<file path="config.mk">
export PLATFORM = sky130hd
export DESIGN_NAME = mem_array_reader
export DESIGN_NICKNAME = d
export VERILOG_FILES = /design/src/rtl/mem_array_reader.sv
export SDC_FILE = /design/constraint.sdc
export NUM_CORES = 1
export LEC_CHECK = 0
export ABC_AREA = 1
export BUFFER_PORTS_ARGS = -buffer_cell sky130_fd_sc_hd__buf_2
export CORE_UTILIZATION = 54
export CTS_CLUSTER_SIZE = 16
export DETAILED_ROUTE_END_ITERATION = 8
export PLACE_DENSITY = 0.89
export SYNTH_ARGS = -nofsm -noshare
export SYNTH_HDL_FRONTEND = slang
export SYNTH_SLANG_ARGS = --single-unit
</file>
<file path="constraint.sdc">
create_clock -name clk -period 2.8 [get_ports clk]
set_input_delay 0.42 -clock clk [delete_from_list [all_inputs] [get_ports clk]]
set_output_delay 0.42 -clock clk [all_outputs]
set_load 0.01 [all_outputs]
</file>
<file path="src/rtl/mem_array_reader.sv">
// -----------------------------------------------------------------------------
// mem_array_reader
//
// Purpose:
//   Read-out engine for the data-memory port. Once the CPU has halted, a start
//   pulse hands the memory port to this block. It reads word_count consecutive
//   32-bit words from base_addr and streams each word out over a valid/ready
//   interface, tagged with its index in the array.
//
// Optional build macro:
//   MEM_ARRAY_READER_SORT_CHECK_EN
//     Defined   : every accepted word after the first is compared, as a signed
//                 32-bit value, against the previously accepted word. A
//                 descending step clears sorted_ok until the next start.
//     Undefined : no comparator or previous-word register exists and
//                 sorted_ok is tied high.
//
// Parameters:
//   CNT_W    width of word_count and out_index
//   MEM_LAT  cycles from mem_read assertion to mem_rdata being captured
//            (1..4). With MEM_LAT=1 the word is captured on the edge that
//            ends the request cycle.
//
// Ports:
//   clk         in   system clock, rising edge
//   rst         in   synchronous active-high reset
//   start       in   one-cycle pulse, begins a read-out when idle
//   base_addr   in   byte address of word 0, sampled on start
//   word_count  in   number of words to read, sampled on start
//   mem_addr    out  data-memory byte address
//   mem_read    out  data-memory read strobe, one cycle per word
//   mem_write   out  data-memory write enable, always 2'b00
//   mem_rdata   in   data-memory read data
//   out_data    out  word read
//   out_index   out  index of out_data within the array
//   out_valid   out  out_data/out_index valid
//   out_ready   in   sink accepts the word when out_valid && out_ready
//   busy        out  read-out in progress; CPU is muxed off memory while high
//   done        out  one-cycle pulse after the last word is accepted
//   sorted_ok   out  ascending-order check result
// -----------------------------------------------------------------------------
module mem_array_reader #(
  parameter int CNT_W   = 16,
  parameter int MEM_LAT = 1
) (
  input  logic             clk,
  input  logic             rst,
  input  logic             start,
  input  logic [31:0]      base_addr,
  input  logic [CNT_W-1:0] word_count,
  output logic [31:0]      mem_addr,
  output logic             mem_read,
  output logic [1:0]       mem_write,
  input  logic [31:0]      mem_rdata,
  output logic [31:0]      out_data,
  output logic [CNT_W-1:0] out_index,
  output logic             out_valid,
  input  logic             out_ready,
  output logic             busy,
  output logic             done,
  output logic             sorted_ok
);

  typedef enum logic [2:0] {
    S_IDLE = 3'd0,
    S_REQ  = 3'd1,
    S_WAIT = 3'd2,
    S_HOLD = 3'd3,
    S_FIN  = 3'd4
  } state_t;

  // WAIT lasts MEM_LAT-1 cycles. For MEM_LAT=1 the WAIT state is bypassed
  // entirely and REQ goes straight to HOLD; WAIT_CYCLES is clamped to 1 only
  // so the terminal count below stays a legal constant.
  localparam int               WAIT_CYCLES = (MEM_LAT > 1) ? (MEM_LAT - 1) : 1;
  localparam logic [1:0]       LAT_LAST    = 2'(WAIT_CYCLES - 1);
  localparam logic [CNT_W-1:0] IDX_ONE     = {{(CNT_W-1){1'b0}}, 1'b1};

  state_t r_state;
  state_t w_state_next;

  logic [CNT_W-1:0] r_count;
  logic [CNT_W-1:0] r_idx;
  logic [1:0]       r_lat_cnt;
  logic [31:0]      r_mem_addr;
  logic             r_mem_read;
  logic [31:0]      r_out_data;
  logic [CNT_W-1:0] r_out_index;
  logic             r_out_valid;
  logic             r_busy;
  logic             r_done;

  logic w_start_accept;
  logic w_accept;
  logic w_last;
  logic w_capture;

  assign w_start_accept = (r_state == S_IDLE) && start;
  assign w_accept       = (r_state == S_HOLD) && out_ready;
  assign w_last         = (r_idx == (r_count - IDX_ONE));

  // ---------------------------------------------------------------------------
  // Next-state logic
  // ---------------------------------------------------------------------------
  always_comb begin
    w_state_next = r_state;
    case (r_state)
      S_IDLE: begin
        if (start) begin
          w_state_next = (word_count == '0) ? S_FIN : S_REQ;
        end
      end
      S_REQ: begin
        w_state_next = (MEM_LAT == 1) ? S_HOLD : S_WAIT;
      end
      S_WAIT: begin
        if (r_lat_cnt == LAT_LAST) begin
          w_state_next = S_HOLD;
        end
      end
      S_HOLD: begin
        if (out_ready) begin
          w_state_next = w_last ? S_FIN : S_REQ;
        end
      end
      S_FIN: begin
        w_state_next = S_IDLE;
      end
      default: begin
        w_state_next = S_IDLE;
      end
    endcase
  end

  // The read word is valid on the last cycle before HOLD, whether that cycle
  // is REQ (MEM_LAT=1) or the final WAIT cycle.
  assign w_capture = ((r_state == S_REQ) || (r_state == S_WAIT)) &&
                     (w_state_next == S_HOLD);

  // ---------------------------------------------------------------------------
  // State and datapath registers
  // ---------------------------------------------------------------------------
  always_ff @(posedge clk) begin
    if (rst) begin
      r_state     <= S_IDLE;
      r_count     <= '0;
      r_idx       <= '0;
      r_lat_cnt   <= '0;
      r_mem_addr  <= '0;
      r_mem_read  <= 1'b0;
      r_out_data  <= '0;
      r_out_index <= '0;
      r_out_valid <= 1'b0;
      r_busy      <= 1'b0;
      r_done      <= 1'b0;
    end else begin
      r_state <= w_state_next;

      // Strobe is registered from the next state so it is high exactly for
      // the REQ cycle, alongside the address loaded on the same edge.
      r_mem_read <= (w_state_next == S_REQ);

      // done follows the FIN state by one edge, which is also the edge that
      // drops busy: the CPU regains the port as done fires.
      r_done <= (r_state == S_FIN);

      if (w_start_accept) begin
        r_mem_addr <= base_addr;
        r_count    <= word_count;
        r_idx      <= '0;
        r_busy     <= 1'b1;
      end

      if (r_state == S_REQ) begin
        r_lat_cnt <= '0;
      end else if (r_state == S_WAIT) begin
        r_lat_cnt <= r_lat_cnt + 2'd1;
      end

      if (w_capture) begin
        r_out_data  <= mem_rdata;
        r_out_index <= r_idx;
        r_out_valid <= 1'b1;
      end

      // Address advances by one word per accepted word; 32-bit addition wraps
      // past 0xFFFFFFFC naturally. The index stops at word_count-1 so the
      // largest count never wraps it.
      if (w_accept) begin
        r_out_valid <= 1'b0;
        if (!w_last) begin
          r_idx      <= r_idx + IDX_ONE;
          r_mem_addr <= r_mem_addr + 32'd4;
        end
      end

      if (r_state == S_FIN) begin
        r_busy <= 1'b0;
      end
    end
  end

  // ---------------------------------------------------------------------------
  // Ascending-order check
  // ---------------------------------------------------------------------------
`ifdef MEM_ARRAY_READER_SORT_CHECK_EN
  logic [31:0] r_prev_data;
  logic        r_sorted_ok;

  always_ff @(posedge clk) begin
    if (rst) begin
      r_prev_data <= '0;
      r_sorted_ok <= 1'b1;
    end else if (w_start_accept) begin
      r_sorted_ok <= 1'b1;
    end else if (w_accept) begin
      r_prev_data <= r_out_data;
      // Equal neighbours are accepted; only a strict descent fails.
      if ((r_out_index != '0) && ($signed(r_out_data) < $signed(r_prev_data))) begin
        r_sorted_ok <= 1'b0;
      end
    end
  end

  assign sorted_ok = r_sorted_ok;
`else
  assign sorted_ok = 1'b1;
`endif

  // ---------------------------------------------------------------------------
  // Outputs
  // ---------------------------------------------------------------------------
  assign mem_addr  = r_mem_addr;
  assign mem_read  = r_mem_read;
  assign mem_write = 2'b00;
  assign out_data  = r_out_data;
  assign out_index = r_out_index;
  assign out_valid = r_out_valid;
  assign busy      = r_busy;
  assign done      = r_done;

endmodule

</file>
# --- After elaboration in Yosys (flattened, before gate mapping) ---
# Index checks and enable logic that the tools add are counted.
classes:
  addsub: 4
  eq_ne: 7
  n_mux: 12
  reduce_logical: 10
op_table:
  columns: ["op", "n"]
  rows:
  - ["2-to-1 mux 32 bit", 3]
  - ["2-to-1 mux 16 bit", 3]
  - ["adder 32 x 3 -> 32 bit (second input constant)", 1]
  - ["adder 16 x 1 -> 16 bit (second input constant)", 1]
  - ["equality test 16 bit", 1]
  - ["logical NOT 16 bit", 1]
  - ["subtractor 16 x 1 -> 16 bit (second input constant)", 1]
  - ["2-to-1 mux 3 bit", 5]
  - ["case mux 3 bit (4 select lines)", 1]
  - ["equality test 3 x 2 -> 1 bit (second input constant)", 3]
  - ["equality test 3 x 1 -> 1 bit (second input constant)", 2]
  - ["OR reduction 2 bit", 3]
  - ["equality test 3 bit (second input constant)", 1]
  - ["logical AND 1 bit", 3]
  - ["logical NOT 3 bit", 1]
  - ["adder 2 x 1 -> 2 bit (second input constant)", 1]
  - ["logical NOT 2 bit", 1]
  - ["logical OR 1 bit", 1]
totals:
  register_bits: 121
  input_bits: 84
  word_cells: 44

# --- Depth between registers and ports, before layout ---
logic_depth:
  word_depth: 7
  ltp_mapped: 17
  depth_no_buf: 16

# --- Worst setup path before layout ---
# OpenSTA, ideal clock, no wires.
synth_timing:
  path_kind: "reg2reg"
  start: "register r_count[0]"
  end: "register r_mem_addr[13] (netlist: mem_addr[13])"
  setup_ps: 128
  arrival_ps: 1840
  required_time_ps: 2672
  setup_slack_ps: 832
  stages_incl_launch_ff: 15
  period_less_slack_ps: 1968
  cell_sequence: "dfxtp_1 > inv_1 > ha_1 > nand2_2 > nor2_4 > nand3b_1 > nand2_1 > nand4_2 > nor2_4 > nand2_4 > nand2_4 > buf_4 > nand2_1 > nand2_1 > nor2_1"
synth_via:
  elab_chain_cells: 4
synth_lines:
  columns: ["element", "line_no", "rtl"]
  rows:
  - ["start: declaration", "82", "logic [CNT_W-1:0] r_count;"]
  - ["start signal: assignment", "169", "r_count <= word_count;"]
  - ["subtractor 16 x 1 -> 16 bit", "100", "assign w_last = (r_idx == (r_count - IDX_ONE));"]
  - ["equality test 16 bit", "100", null]
  - ["2-to-1 mux 32 bit", "191", "if (!w_last) begin"]
  - ["2-to-1 mux 32 bit", "189", "if (w_accept) begin"]
  - ["end signal: assignment", "168", "r_mem_addr <= base_addr;"]
  - ["end signal: assignment", "193", "r_mem_addr <= r_mem_addr + 32'd4;"]
  - ["end: declaration", "85", "logic [31:0] r_mem_addr;"]
# No other way between the ends.
# A chain may end at the register's enable or synchronous reset.

# --- Worst setup path in the final report ---
layout_timing:
  start: "register r_mem_addr[2] (netlist: mem_addr[2])"
  end: "register r_mem_addr[30] (netlist: mem_addr[30])"
layout_via:
  elab_chain_cells: 3
layout_lines:
  columns: ["element", "line_no"]
  rows:
  - ["adder 32 x 3 -> 32 bit", "193"]
  - ["2-to-1 mux 32 bit", "191"]
  - ["2-to-1 mux 32 bit", "189"]
# No other way between the ends.

==> summary.txt <==
Layout
  – Layout cells sized above 1: a little under a fifth
  – Number of diodes: 0
  – Final nets: 1,282
  – Area growth from synthesis to layout: 22.2%

Power and ir drop
  – Int Pwr: roughly 4.5 mW
  – VDD IR max: roughly 0.56 mV
  – Seq pwr share: approximately 34%
  – Clock power share: between 20 and 30%
  – Switching part of the total: approximately two fifths
  – Logic pwr share: between 30% and 40%
  – Pleak: between 4 and 5 nW
  – Total chip power: between 7 and 8 mW
  – Pwr dens: ~900 mW/mm^2
  – Sw Pwr: between 2 and 3 mW

Run status
  – Outcome: finished clean

Route
  – Final ANT Viol Nets: 0
  – Routed WL: roughly 18 mm
  – Via-to-Cell Ratio: roughly 5.2
  – Vias: between 7,000 and 8,000
  – DRC viols: 0
  – Wirelength per Cell: 13.3 um
  – Detailed Routing Iterations Pass 1: 5
  – DRT iter0 DRCs: roughly 550

Synth
  – Flops & latches, synth: 121
  – Top cells by area, synth: dfxtp_1 (36%), nand2_1 (12%), nor2_1 (11%), o21ai_0 (7.6%), nand3_1 (6.0%)
  – Most area-hungry cell type in the Yosys netlist: dfxtp_1
  – Async S/R FF share, synth: 0%
  – Mapped Avg Cell Area: 6.47 sq um
  – Post-synth top area share: 35.9%
  – Top_reg_cell synth: dfxtp_1
  – Synth unique cells: 36
  – EDFF count, synth: 0
  – Cell count after synthesis: 1,042
  – Yosys warning count: 0
  – Mapped Area: about 0.0067 sq mm
  – Seq/Total Area, Yosys: between 30 and 40%

Clock tree
  – CTS Buf Count: 17
  – CTS Root Cell: clkbuf_16
  – Clock Latency Late Sink: 0.41 ns
  – Clock Sink Count: 121
  – Post-CTS Setup Repair Bufs: 0
  – H-tree levels: 4
  – Deepest clock path buffer count: 2
  – Clk slew on worst S/H paths: 0.06 ns
  – CTS resizes: 0
  – Hold buffers post-CTS: 0
  – CTS tree: built

STA
  – Setup TNS: 0 ns
  – Final period util: 89.7%
  – Final setup fails: 0
  – Fmax: around 400 MHz
  – Final hold slack: approximately 0.23 ns
  – Layout Skew: 0.00851 ns
  – Worst-Margin Slew: slightly below 0.8 ns
  – Normalized max-slew margin: roughly 47%
  – Max-slew violations: 0
  – RSZ-0062 raised after global routing: no
  – Hold Fails Final Rpt: 0
  – Fin crit period: 2.51 ns

Critical path
  – Worst Path Max Fanout: 5
  – Crit path kind: flop to flop
  – Crit Reg-Reg Startpoint: mem_addr[2]
  – Critical Path RT: 3.10 ns
  – WP data arrival: between 2 and 3 ns
  – CP startpoint: mem_addr[2]
  – Crit. End Element: flop
  – Kind of start point of the critical path: flop

Floorplan
  – Ports: around 170
  – Die area: 0.0129 sq mm
  – Core area: around 0.012 sq mm
  – Die Ht: ~110 um
  – Rows: 40
  – Initial Utilization: roughly 56%
  – DIE WIDTH: between 100 and 150 um

GRT
  – Global-route wire length before repair: between 20 and 30 mm
  – Tot GR Track Use: 28.9%
  – Number of global-route vias before repair: 6,430
  – Initial antenna violation count: 0
  – Largest net degree at the start of global routing: between 50 and 60
  – GRT overflow: 0

Worst hold path
  – Hold path start: mem_rdata[2]
  – Min-Delay Path Class: input pin to flop

Flow run
  – Max_cap viols: 0

Place
  – GP Congestion: around 0.97
  – Port Buffers: between 150 and 200
  – HPWL Detailed: between 10 and 15 mm
-- sequential cells by signal, summed over array words and instances, names as in the netlist --
name / cells
mem_addr: 32
out_valid: 1
done: 1
r_state: 3
mem_read: 1
r_idx: 16
busy: 1
out_index: 16
out_data: 32
r_count: 16
r_lat_cnt: 2
-- layout by cell type, fill, tap and decap left out, drive strengths merged, types with 8 or more instances in the layout --
cell / instances
xor2: 43
clkbuf: 19
o21ai: 104
a21oi: 36
nand3: 82
o21a: 11
dfxtp: 121
inv: 105
buf: 180
nand2: 217
nand4: 11
nor2: 212
xnor2: 8
nor3: 21
nand3b: 10
-- kinds of logic (layout without fill, tap and decap cells) --
family / count (synthesis) / after routing / synth area share (%)
compound gates: 153 / 153 / 11.8
xor+xnor: 51 / 51 / 6.63
fa+ha+maj: 4 / 4 / 0.743
buf+inv: 152 / 314 / 9.08
flops: 121 / 121 / 35.9
mux: 1 / 1 / 0.149
other cells: 2 / 3 / 0.111
simple gates: 558 / 558 / 35.5
-- layout make-up --
type | count | area, sq um
well taps | 168 | 210
repair buffers | 180 | 933
flip-flops and latches | 121 | 2420
multi-input cells | 770 | 3720
clock inverters | 11 | 126
clock buffers | 19 | 433
fillers | 1084 | 3880
inverters | 104 | 390
-- cell usage after synthesis (4+ instances only) --
cell	n
ha_1	4
clkbuf_1	32
nor3_1	18
nor2_2	5
nand3_1	81
o21a_1	11
nand2_1	213
dfxtp_1	121
nor2_1	203
buf_4	4
a21oi_1	36
o21ai_0	102
xnor2_1	8
inv_1	101
buf_1	6
nor2_4	4
nand3b_1	10
xor2_1	43
nand4_1	10
-- power groups by stage --
stage          logic (mW)  clock network [mW]  registers [mW]
2_1_floorplan        1.75                   0            2.71
3_3_place_gp         2.74                   0            2.55
3_5_place_dp         2.80                   0            2.56
4_1_cts              2.82                2.12            2.54
5_1_grt              3.20                2.19            2.61
6_report             2.83                2.09            2.55
-- layer usage --
layer  up-vias  global-route usage [%]  wire [um]
met3        41                    6.80       1290
met2       313                    45.6       8400
li1       3599                       -          -
met1      3242                    37.9       8170
met4         0                    11.9        458
met5         -                       0          0
-- worst max-delay path: stages, from the launching register on --
cell and delay, ns:
dfxtp_1 0.40, ha_1 0.21, nand2_1 0.09, nor3_1 0.55
nand2_1 0.22, nor3_1 0.42, nand2_1 0.16, xor2_1 0.16
nor2_1 0.11, nor2_1 0.06
-- metrics by stage --
step	setup WS [ns]	util, %	instances	cell area [sq um]
finish	0.289	68.0	1373	8230
global route	0.138	68.0	1373	8230
CTS	0.379	68.0	1373	8230
detailed placement	0.381	63.4	1343	7670
global placement	0.489	63.4	1343	7670
floorplan	0.832	-	1043	6740
-- worst paths after layout --
kind                                      to  slack (ns)  cells after the start
worst max-delay path            mem_addr[30]        0.29                      9
worst min-delay path             out_data[2]        0.23                      3
worst max register to register  mem_addr[30]        0.29                      9
worst min register to register  r_lat_cnt[0]        0.46                      2
No activity file was read; power rests on OpenSTA's default activity.
